## src/rtl/fifo_word_packer.sv

```systemverilog
// Packs show-ahead FIFO entries into lanes-wide words, lane 0 first, with flush of partial words.
// Optional out_parity output enabled by defining PACKER_PARITY_EN.
module fifo_word_packer #(
   parameter int bits  = 8,
   parameter int lanes = 4
) (
   input  logic                    clk,
   input  logic                    rst,
   input  logic                    fifo_empty,
   input  logic [bits-1:0]         fifo_dout,
   output logic                    fifo_pop,
   input  logic                    flush,
   output logic [bits*lanes-1:0]   out_data,
   output logic [lanes-1:0]        out_keep,
   output logic                    out_valid,
`ifdef PACKER_PARITY_EN
   output logic                    out_parity,
`endif
   input  logic                    out_ready
);

   localparam int CW = $clog2(lanes + 1);

   typedef enum logic {FILL, HOLD} state_t;

   state_t                  state_q, state_d;
   logic [CW-1:0]           cnt_q, cnt_d, cnt_inc;
   logic [bits*lanes-1:0]   data_q, data_d;
   logic [lanes-1:0]        keep_q, keep_d;
   logic                    parity_q;

   function automatic logic [lanes-1:0] keep_mask(input logic [CW-1:0] n);
      keep_mask = '0;
      for (int i = 0; i < lanes; i++) begin
         keep_mask[i] = (CW'(i) < n);
      end
   endfunction

   always_comb begin
      fifo_pop = 1'b0;
      state_d  = state_q;
      cnt_d    = cnt_q;
      data_d   = data_q;
      keep_d   = keep_q;
      cnt_inc  = cnt_q + CW'(1);
      if (!rst) begin
         case (state_q)
            FILL: begin
               fifo_pop = !fifo_empty;
               if (fifo_pop) begin
                  for (int i = 0; i < lanes; i++) begin
                     if (CW'(i) == cnt_q) data_d[i*bits +: bits] = fifo_dout;
                  end
                  cnt_d = cnt_inc;
                  // A pop that completes the word or coincides with flush closes it, popped entry included.
                  if (cnt_inc == CW'(lanes) || flush) begin
                     state_d = HOLD;
                     keep_d  = keep_mask(cnt_inc);
                     cnt_d   = '0;
                  end
               end else if (flush && cnt_q != '0) begin
                  state_d = HOLD;
                  keep_d  = keep_mask(cnt_q);
                  cnt_d   = '0;
               end
            end
            HOLD: begin
               fifo_pop = !fifo_empty && out_ready;
               if (out_ready) begin
                  state_d = FILL;
                  keep_d  = '0;
                  data_d  = '0;
                  cnt_d   = '0;
                  // Entry popped during the transfer starts the next word.
                  if (fifo_pop) begin
                     data_d[bits-1:0] = fifo_dout;
                     cnt_d            = CW'(1);
                  end
               end
            end
            default: state_d = FILL;
         endcase
      end
   end

   always_ff @(posedge clk) begin
      if (rst) begin
         state_q  <= FILL;
         cnt_q    <= '0;
         data_q   <= '0;
         keep_q   <= '0;
         parity_q <= 1'b0;
      end else begin
         state_q  <= state_d;
         cnt_q    <= cnt_d;
         data_q   <= data_d;
         keep_q   <= keep_d;
         parity_q <= ^data_d;
      end
   end

   assign out_data  = data_q;
   assign out_keep  = keep_q;
   assign out_valid = (state_q == HOLD);
`ifdef PACKER_PARITY_EN
   assign out_parity = parity_q;
`endif

endmodule

```

## config.mk

```make
export PLATFORM = sky130hd
export DESIGN_NAME = fifo_word_packer
export DESIGN_NICKNAME = d
export VERILOG_FILES = /design/src/rtl/fifo_word_packer.sv
export SDC_FILE = /design/constraint.sdc
export NUM_CORES = 1
export LEC_CHECK = 0
export ABC_AREA = 1
export CAP_MARGIN = 5
export CELL_PAD_IN_SITES_DETAIL_PLACEMENT = 1
export CELL_PAD_IN_SITES_GLOBAL_PLACEMENT = 2
export CORE_MARGIN = 1.5
export CORE_UTILIZATION = 23
export CTS_CLUSTER_SIZE = 24
export DETAILED_ROUTE_END_ITERATION = 16
export PLACE_DENSITY = 0.86
export SYNTH_ARGS = -nofsm -noshare
export SYNTH_HDL_FRONTEND = slang
export SYNTH_SLANG_ARGS = --single-unit
```

## constraint.sdc

```tcl
create_clock -name clk -period 1.5 [get_ports clk]
set_clock_uncertainty 0.2 [all_clocks]
set_input_delay 0.3 -clock clk [delete_from_list [all_inputs] [get_ports clk]]
set_output_delay 0.3 -clock clk [all_outputs]
set_load 0.05 [all_outputs]
```

==> results of run 1 <==
==> worst paths after layout <==
check                           slack, ns  depth (start not counted)     endpoint        start
worst max register to register      -0.09                          8  out_keep[2]    out_valid
worst min register to register       0.31                          2  out_data[0]  out_data[0]
worst max-delay path                -0.10                          4     fifo_pop    out_valid
worst min-delay path                 0.31                          2  out_data[0]  out_data[0]
==> worst max-delay path, stage by stage, from the launching register on <==
cell and delay, ns:
dfxtp_4 0.38, inv_6 0.07, nor2_4 0.04, nor3_4 0.15, buf_12 0.16
==> sequential cells by signal (all words and copies together) (netlist names) <==
name	flops
out_data	32
out_keep	4
cnt_q	3
out_valid	1
==> placed cells by master (no fill, tap or decap), types with 3 or more instances in the layout <==
cell type | Yosys | routed
o21ai_1 | 0 | 4
nor2_2 | 0 | 12
dfxtp_4 | 0 | 4
nand3_4 | 0 | 5
a21oi_1 | 27 | 19
buf_12 | 0 | 40
o21ai_0 | 11 | 6
dfxtp_1 | 40 | 36
buf_6 | 0 | 10
ha_4 | 0 | 3
nand2_4 | 1 | 8
inv_1 | 24 | 19
clkbuf_8 | 0 | 6
nor2_4 | 3 | 7
nor2_1 | 38 | 23
buf_4 | 0 | 35
nand3_1 | 32 | 27
nand2_2 | 4 | 8
a21oi_2 | 0 | 7
inv_2 | 3 | 4
nand2_1 | 52 | 39
clkdlybuf4s50_1 | 0 | 9
==> per-stage QoR <==
stage                     util [%]  worst slack (ns)
after floorplan                  -          0.000740
after CTS                     43.7           -0.0897
after detailed placement      40.5            -0.421
final                         48.1            -0.105
after global placement        40.5            -0.388
after global routing          48.1            -0.156
==> final cells by class <==
| class | count | share of cell area (%) |
|---|---|---|
| timing repair buffer | 98 | 35.6 |
| inverter | 27 | 3.20 |
| tap | 102 | 3.47 |
| sequential | 40 | 22.2 |
| multi-input combinational | 180 | 32.3 |
| clock inverter | 2 | 1.05 |
| clock buffer | 6 | 2.24 |
==> cell families (layout without fill, tap and decap cells) <==
group                      count (synthesis)  in the layout  share of synthesized area [%]
AOI/OAI and AO/OA                         41             41                           11.7
and+or+nand+nor                          134            135                           33.7
buffers and inverters                     34            133                           7.24
adders and majority gates                  4              4                           2.79
DFF                                       40             40                           44.6
==> per-layer routing <==
metal | up-vias | global-route usage [%] | wire length, µm
li1 | 1018 | - | -
met1 | 1065 | 20.7 | 3170
met2 | 52 | 30.8 | 4160
met4 | 0 | 5.08 | 188
met3 | 14 | 3.10 | 324
met5 | - | 0 | 0
==> what timing repair did <==
action,in CTS,in global routing
endpoints found under the setup margin,42,42
pin swaps,6,13
resized for setup,30,76
cloned,1,0
setup buffers,4,7
==> power groups by stage <==
stage | sequential, mW | combinational [mW] | clock [mW]
after detailed placement | 1.24 | 0.949 | 0
after global routing | 1.22 | 1.18 | 1.02
after global placement | 1.24 | 0.930 | 0
final | 1.21 | 1.12 | 0.967
after floorplan | 1.42 | 0.250 | 0
after CTS | 1.21 | 1.00 | 0.980
==> synth_stat cells <==
library cell	number	area, µm²
nand2_2	4	25.0
nand3_2	2	20.0
nand2_1	52	195
nand3_1	32	160
o21a_1	1	7.51
ha_1	4	50.1
buf_2	2	10.0
nand4_2	1	12.5
inv_2	3	11.3
inv_1	24	90.1
nor3_1	1	5.00
nor2_4	3	33.8
dfxtp_1	40	801
a21oi_1	27	135
nand2_4	1	11.3
clkbuf_1	5	18.8
o21ai_0	11	55.1
a31oi_1	2	12.5
nor2_1	38	143
==> results.json, run 1 <==
{
  "status": "finished, violations left",
  "violations": "negative setup slack",
  "min_period_ns": 1.60,
  "coreArea_mm2": 0.00765,
  "fin_area_mm2": 0.00368,
  "start_util_pct": 23.5,
  "tns_ns": -1.37,
  "syn_inst": 253,
  "area_delta_synth_final_pct": 105,
  "rsz0062_at_grt": "true",
  "cts_htree_levels": 2,
  "fmax_mhz": 623,
  "final-hold-violation-count": 0,
  "finalSetupViolations": 27,
  "clk_latency_ns": 0.30,
  "place.port_buffers": 50,
  "gp_congestion": 0.795,
  "ant_nets": 0,
  "syn-num-nets": 270,
  "clockBufferDepth": 2,
  "worst_hold_slack_ns": 0.311,
  "grt_usage_pct": 17.2,
  "ys_seq_area_share_pct": 44.6,
  "nFillCells": 868,
  "root_buffer": "clkbuf_8",
  "drcViolationCount": 0,
  "grt_pass1_vias": 2166,
  "die_w_um": 91.4,
  "p_sw_mw": 1.13,
  "final_cells": 455,
  "synth-seq-cells": 40,
  "drive_gt1_share_pct": 47.0,
  "io_pins": 51,
  "place_inst": 435,
  "arrival_ns": 1.10,
  "fp-row-count": 32,
  "endpoint_kind": "output port",
  "die_h_um": 91.4,
  "numCtsBuffers": 5,
  "drt_wl_total_um": 7840,
  "cp_max_fo": 3,
  "synth_area_mm2": 0.00180,
  "power_density_mw_per_mm2": 897,
  "seqPwrFrac_pct": 36.8,
  "cts_tree": "yes",
  "grt_overflow": 0,
  "finalMaxSlewViolations": 0,
  "grt_pass1_wl_um": 11200,
  "crit_required_ns": 1.00,
  "die_area_mm2": 0.00835,
  "diodes": 0,
  "via_per_inst": 4.72,
  "critical_path_class": "register to output port",
  "peakVddDrop_uv": 534,
  "antenna_found_initial": 0,
  "fin_nets": 369,
  "first_pass_iters": 4,
  "slew_headroom_pct": 76.4,
  "layout_setup_ws_ns": -0.105,
  "p_sw_share_pct": 34.2,
  "wl_per_cell_um": 17.2,
  "cp-start-kind": "register",
  "tightest_slew_ns": 0.353,
  "cts_sinks": 40,
  "synth.distinct_cells": 19,
  "placed_area_mm2": 0.00310,
  "cts.reportedPaths.clkPinSlew_ns": 0.09,
  "yosysWarnings": 0,
  "dpl.hpwl_um": 4830,
  "worstHoldPathType": "register to register",
  "power.internal_mw": 2.17,
  "avgSynthCellArea_um2": 7.10,
  "p_leak_nw": 1.50,
  "finalCritPeriodShare_pct": 107,
  "cap_violations": 0,
  "power_mw": 3.30,
  "first_iter_violations": 62,
  "grt_max_degree": 18,
  "cts_hold_buf": 0,
  "vias": 2149,
  "p_comb_share_pct": 34.0,
  "multi_input_area_mm2": 0.00119,
  "clkPwrFrac_pct": 29.3,
  "regArea_um2": 816
}
No activity file was read; power rests on OpenSTA's default activity.
==> run 2, diff against run 1 <==
--- a/config.mk
+++ b/config.mk
@@ -10,10 +10,11 @@
 export CELL_PAD_IN_SITES_DETAIL_PLACEMENT = 1
 export CELL_PAD_IN_SITES_GLOBAL_PLACEMENT = 2
 export CORE_MARGIN = 1.5
-export CORE_UTILIZATION = 23
+export CORE_UTILIZATION = 24
+export CTS_BUF_LIST = sky130_fd_sc_hd__clkbuf_4 sky130_fd_sc_hd__clkbuf_8
 export CTS_CLUSTER_SIZE = 24
 export DETAILED_ROUTE_END_ITERATION = 16
-export PLACE_DENSITY = 0.86
+export PLACE_DENSITY = 0.89
 export SYNTH_ARGS = -nofsm -noshare
 export SYNTH_HDL_FRONTEND = slang
 export SYNTH_SLANG_ARGS = --single-unit
==> results.json, run 2 (synthesized netlist as in run 1, its figures left out) <==
{
  "grt_overflow": 0,
  "cts_sinks": 40,
  "root_buffer": "clkbuf_8",
  "worst_hold_slack_ns": 0.311,
  "crit_required_ns": 1.00,
  "timing.critical_path.buf_inv": 3,
  "crit_slowest_cell": "clkdlybuf4s15_2",
  "clkPwrFrac_pct": 28.0,
  "cts_htree_levels": 2,
  "rsz0062_at_grt": "true",
  "min_path_cells": 2,
  "endpoint_kind": "output port",
  "via_per_inst": 4.66,
  "hold_start": "out_data[7]",
  "fp-row-count": 31,
  "seqPwrFrac_pct": 38.3,
  "die_w_um": 89.5,
  "p_comb_share_pct": 33.7,
  "coreArea_mm2": 0.00725,
  "numCtsBuffers": 5,
  "grt_pass1_wl_um": 10600,
  "vias": 2073,
  "peakVddDrop_uv": 368,
  "grt_max_degree": 25,
  "fin_nets": 362,
  "layout_setup_ws_ns": -0.0932,
  "p_leak_nw": 1.47,
  "wl_per_cell_um": 15.6,
  "first_iter_violations": 57,
  "tns_ns": -0.811,
  "cts_tree": "yes",
  "tightest_slew_ns": 0.454,
  "diodes": 0,
  "io_pins": 51,
  "p_sw_mw": 1.05,
  "cp_top_family": "buffers and inverters",
  "status": "finished, violations left",
  "min_period_ns": 1.59,
  "finalCritPeriodShare_pct": 106,
  "r2r_slack_ns": -0.08,
  "die_h_um": 89.5,
  "power.internal_mw": 2.12,
  "gp_congestion": 0.847,
  "drt_wl_total_um": 6930,
  "layout_commonest_cell": "buf_12",
  "arrival_ns": 1.09,
  "drcViolationCount": 0,
  "r2r_cells": 7,
  "fmax_mhz": 628,
  "worstHoldPathType": "register to register",
  "cp_max_fo": 4,
  "rr_startpoint": "out_valid",
  "cap_violations": 0,
  "violations": "negative setup slack",
  "cts.reportedPaths.clkPinSlew_ns": 0.07,
  "largest_reg_flops": 32,
  "power_density_mw_per_mm2": 891,
  "area_delta_synth_final_pct": 98.0,
  "first_pass_iters": 4,
  "slowest_delay_ns": 0.25,
  "p_sw_share_pct": 33.0,
  "ant_nets": 0,
  "antenna_found_initial": 0,
  "die_area_mm2": 0.00801,
  "start_util_pct": 24.8,
  "final-hold-violation-count": 0,
  "drive_gt1_share_pct": 45.1,
  "finalMaxSlewViolations": 0,
  "grt_pass1_vias": 2140,
  "min_to": "out_data[7]",
  "slew_headroom_pct": 69.7,
  "dpl.hpwl_um": 4700,
  "cp-start-kind": "input pin",
  "place.port_buffers": 50,
  "final_cell_mix": "buf_12 (39), dfxtp_1 (36), nand2_1 (35)",
  "finalSetupViolations": 22,
  "critPathLaunch": "fifo_empty",
  "grt_usage_pct": 17.6,
  "path_cells": "clkdlybuf4s15_2, buf_4, nor3_4, buf_12",
  "timing.rr.end": "out_data[21]",
  "clk_latency_ns": 0.29,
  "critical_path_class": "input pin to output port",
  "clockBufferDepth": 2
}
[run 2: routing by layer]
layer | global-route usage (%) | up-vias | part of all wire [%]
li1 | - | 1003 | -
met1 | 21.7 | 1011 | 42
met2 | 31.2 | 48 | 54
met3 | 2.40 | 11 | 2.5
met4 | 6.15 | 0 | 1.5
met5 | 0 | - | 0
[run 2: per-stage QoR]
| stage | instances | total power, mW | area [µm²] | setup WS (ns) | utilization [%] |
|---|---|---|---|---|---|
| 6_report | 445 | 3.17 | 3560 | -0.0932 | 49.0 |
| 4_1_cts | 444 | 3.14 | 3390 | -0.160 | 46.8 |
| 5_1_grt | 445 | 3.30 | 3560 | -0.133 | 49.0 |
| 3_3_place_gp | 428 | 2.16 | 3050 | -0.363 | 42.1 |
| 3_5_place_dp | 428 | 2.18 | 3050 | -0.435 | 42.1 |
| 2_1_floorplan | 253 | 1.67 | 1820 | 0.000740 | - |
[run 2: area by class of cell]
class	count	area, µm²
Clock inverter	2	35.0
Timing Repair Buffer	92	1240
Multi-Input combinational cell	179	1160
Clock buffer	6	76.3
Sequential cell	40	813
Tap cell	99	124
Fill cell	839	3700
Inverter	27	111
[run 2: worst max path at each step]
stage | endpoint | slack (ns) | depth (start not counted)
5_1_grt | out_keep[0] | -0.13 | 8
3_3_place_gp | fifo_pop | -0.36 | 4
2_1_floorplan | out_keep[0] | 0.0007 | 8
6_report | fifo_pop | -0.09 | 4
3_5_place_dp | out_data[22] | -0.43 | 6
4_1_cts | fifo_pop | -0.16 | 4
[run 2: repair_timing]
action,4_1_cts,5_1_grt
gates resized for setup,49,42
endpoints found under the setup margin,42,42
pin swaps,17,15
hold buffers,0,0
buffers inserted,8,1
[run 2: power by group through the flow]
stage,clock network (mW),registers [mW],logic (mW)
6_report,0.889,1.21,1.07
5_1_grt,0.942,1.22,1.13
4_1_cts,0.906,1.21,1.02
3_5_place_dp,0,1.24,0.942
3_3_place_gp,0,1.24,0.923
2_1_floorplan,0,1.42,0.250
[run 2: worst register-to-register path: cells and delay by family (launching register included)]
family,cells,cell delay (ns)
AOI/OAI and AO/OA,1,0.07
buffers and inverters,3,0.47
and+or+nand+nor,3,0.36
DFF,1,0.36
==> run 3, diff against run 2 <==
--- a/config.mk
+++ b/config.mk
@@ -14,7 +14,9 @@
 export CTS_BUF_LIST = sky130_fd_sc_hd__clkbuf_4 sky130_fd_sc_hd__clkbuf_8
 export CTS_CLUSTER_SIZE = 24
 export DETAILED_ROUTE_END_ITERATION = 16
-export PLACE_DENSITY = 0.89
+export PLACE_DENSITY = 0.75
+export RECOVER_POWER = 50
+export SETUP_SLACK_MARGIN = 0.2
 export SYNTH_ARGS = -nofsm -noshare
 export SYNTH_HDL_FRONTEND = slang
 export SYNTH_SLANG_ARGS = --single-unit
==> results.json, run 3 (synthesized netlist as in run 1, its figures left out) <==
{
  "via_per_inst": 4.54,
  "cap_violations": 0,
  "wl_met1_um": 3150,
  "finalMaxSlewViolations": 0,
  "crit_required_ns": 1.00,
  "drcViolationCount": 0,
  "clk_latency_ns": 0.30,
  "path_cells": "inv_4, nor2_4, buf_12, nor3_4, buf_12",
  "nFillCells": 794,
  "antenna_found_initial": 0,
  "final-hold-violation-count": 0,
  "grt_pass1_wl_um": 10700,
  "final_cells": 476,
  "area_delta_synth_final_pct": 137,
  "first_iter_violations": 70,
  "cp-start-kind": "register",
  "min_period_ns": 1.70,
  "cts_htree_levels": 2,
  "slowest_delay_ns": 0.37,
  "wl_met3_um": 207,
  "first_pass_iters": 4,
  "cp_max_fo": 3,
  "root_buffer": "clkbuf_8",
  "place.port_buffers": 50,
  "slew_headroom_pct": 74.4,
  "arrival_ns": 1.20,
  "cts.reportedPaths.clkPinSlew_ns": 0.09,
  "die_h_um": 89.5,
  "finalCritPeriodShare_pct": 113,
  "finalSetupViolations": 6,
  "rsz0062_at_grt": "true",
  "violations": "negative setup slack",
  "fin_nets": 393,
  "vias": 2163,
  "layout_setup_ws_ns": -0.202,
  "coreArea_mm2": 0.00725,
  "worst_hold_slack_ns": 0.303,
  "io_pins": 51,
  "start_util_pct": 24.8,
  "power_mw": 3.47,
  "timing.critical_path.mode_cell": "buf_12",
  "routed.top_layer": "met4",
  "final_cell_mix": "buf_4 (47), buf_12 (44), nand2_2 (25)",
  "cts_sinks": 40,
  "die_area_mm2": 0.00801,
  "die_w_um": 89.5,
  "status": "finished, violations left",
  "worstHoldPathType": "register to register",
  "p_leak_nw": 1.75,
  "place_inst": 430,
  "grt_usage_pct": 17.9,
  "endpoint_kind": "output port",
  "grt_max_degree": 25,
  "grt_overflow": 0,
  "largest_reg_flops": 32,
  "drt_wl_total_um": 7390,
  "fmax_mhz": 588,
  "gp_congestion": 0.788,
  "numCtsBuffers": 5,
  "cts_hold_buf": 0,
  "placed_area_mm2": 0.00316,
  "crit_slowest_cell": "dfxtp_4",
  "diodes": 0,
  "peakVddDrop_uv": 460,
  "drive_gt1_share_pct": 70.8,
  "ant_nets": 0,
  "dpl.hpwl_um": 4420,
  "routed-wl-met2_um": 3850,
  "clockBufferDepth": 2,
  "fin_area_mm2": 0.00425,
  "grt_pass1_vias": 2169,
  "fp-row-count": 31,
  "layout_commonest_cell": "buf_4",
  "tightest_slew_ns": 0.384,
  "critical_path_class": "register to output port",
  "wl_per_cell_um": 15.5,
  "cts_tree": "yes",
  "r2r_slack_ns": -0.10,
  "power_density_mw_per_mm2": 817,
  "dpl_worst_slack_ns": -0.447
}
## run 3: cell types whose count changed in the layout (fill, tap and decap cells not counted), sizes merged
cell           change
dlygate4sd2        +1
clkdlybuf4s15      -1
buf               +30
nand3              +1
## run 3: layout make-up
| class | count | area, µm² | area share [%] |
|---|---|---|---|
| Inverter | 27 | 116 | 2.74 |
| Clock buffer | 6 | 82.6 | 1.94 |
| Timing Repair Buffer | 122 | 1560 | 36.8 |
| Sequential cell | 40 | 886 | 20.8 |
| Clock inverter | 2 | 38.8 | 0.913 |
| Multi-Input combinational cell | 180 | 1440 | 33.9 |
| Tap cell | 99 | 124 | 2.91 |
## run 3: worst max-delay path, delay by kind of cell (launching register included)
family | cells | cell delay (ns)
DFF | 1 | 0.37
buffers and inverters | 3 | 0.35
and+or+nand+nor | 2 | 0.18
## run 3: metrics by stage
step	setup TNS (ns)	utilization (%)
final	-0.486	58.6
after global placement	-12.08	43.6
after CTS	-0.290	51.8
after floorplan	0	-
after global routing	-1.32	58.6
after detailed placement	-14.41	43.6
## run 3: timing repair
| item | 4_1_cts | 5_1_grt |
|---|---|---|
| setup buffers | 18 | 19 |
| setup endpoints to repair | 78 | 78 |
| resized for setup | 108 | 105 |
| gates cloned | 1 | 0 |
| pin swaps | 20 | 32 |
## run 3: final timing paths
check / start / end / cells after the start
worst max-delay path: out_valid / fifo_pop / 5
worst min-delay path: out_data[1] / out_data[1] / 2
worst max register to register: cnt_q[2] / out_data[26] / 6
worst min register to register: out_data[1] / out_data[1] / 2
## run 3: layer usage
| metal | vias up | GRT usage, % |
|---|---|---|
| met5 | - | 0 |
| met1 | 1032 | 21.6 |
| met3 | 14 | 4.06 |
| met4 | 0 | 7.27 |
| met2 | 46 | 30.7 |
| li1 | 1071 | - |
## run 3: report_power, final
part           total [mW]  internal, mW  switching [mW]
combinational        1.29         0.620           0.674
clock               0.967         0.545           0.422
sequential           1.21          1.13          0.0840
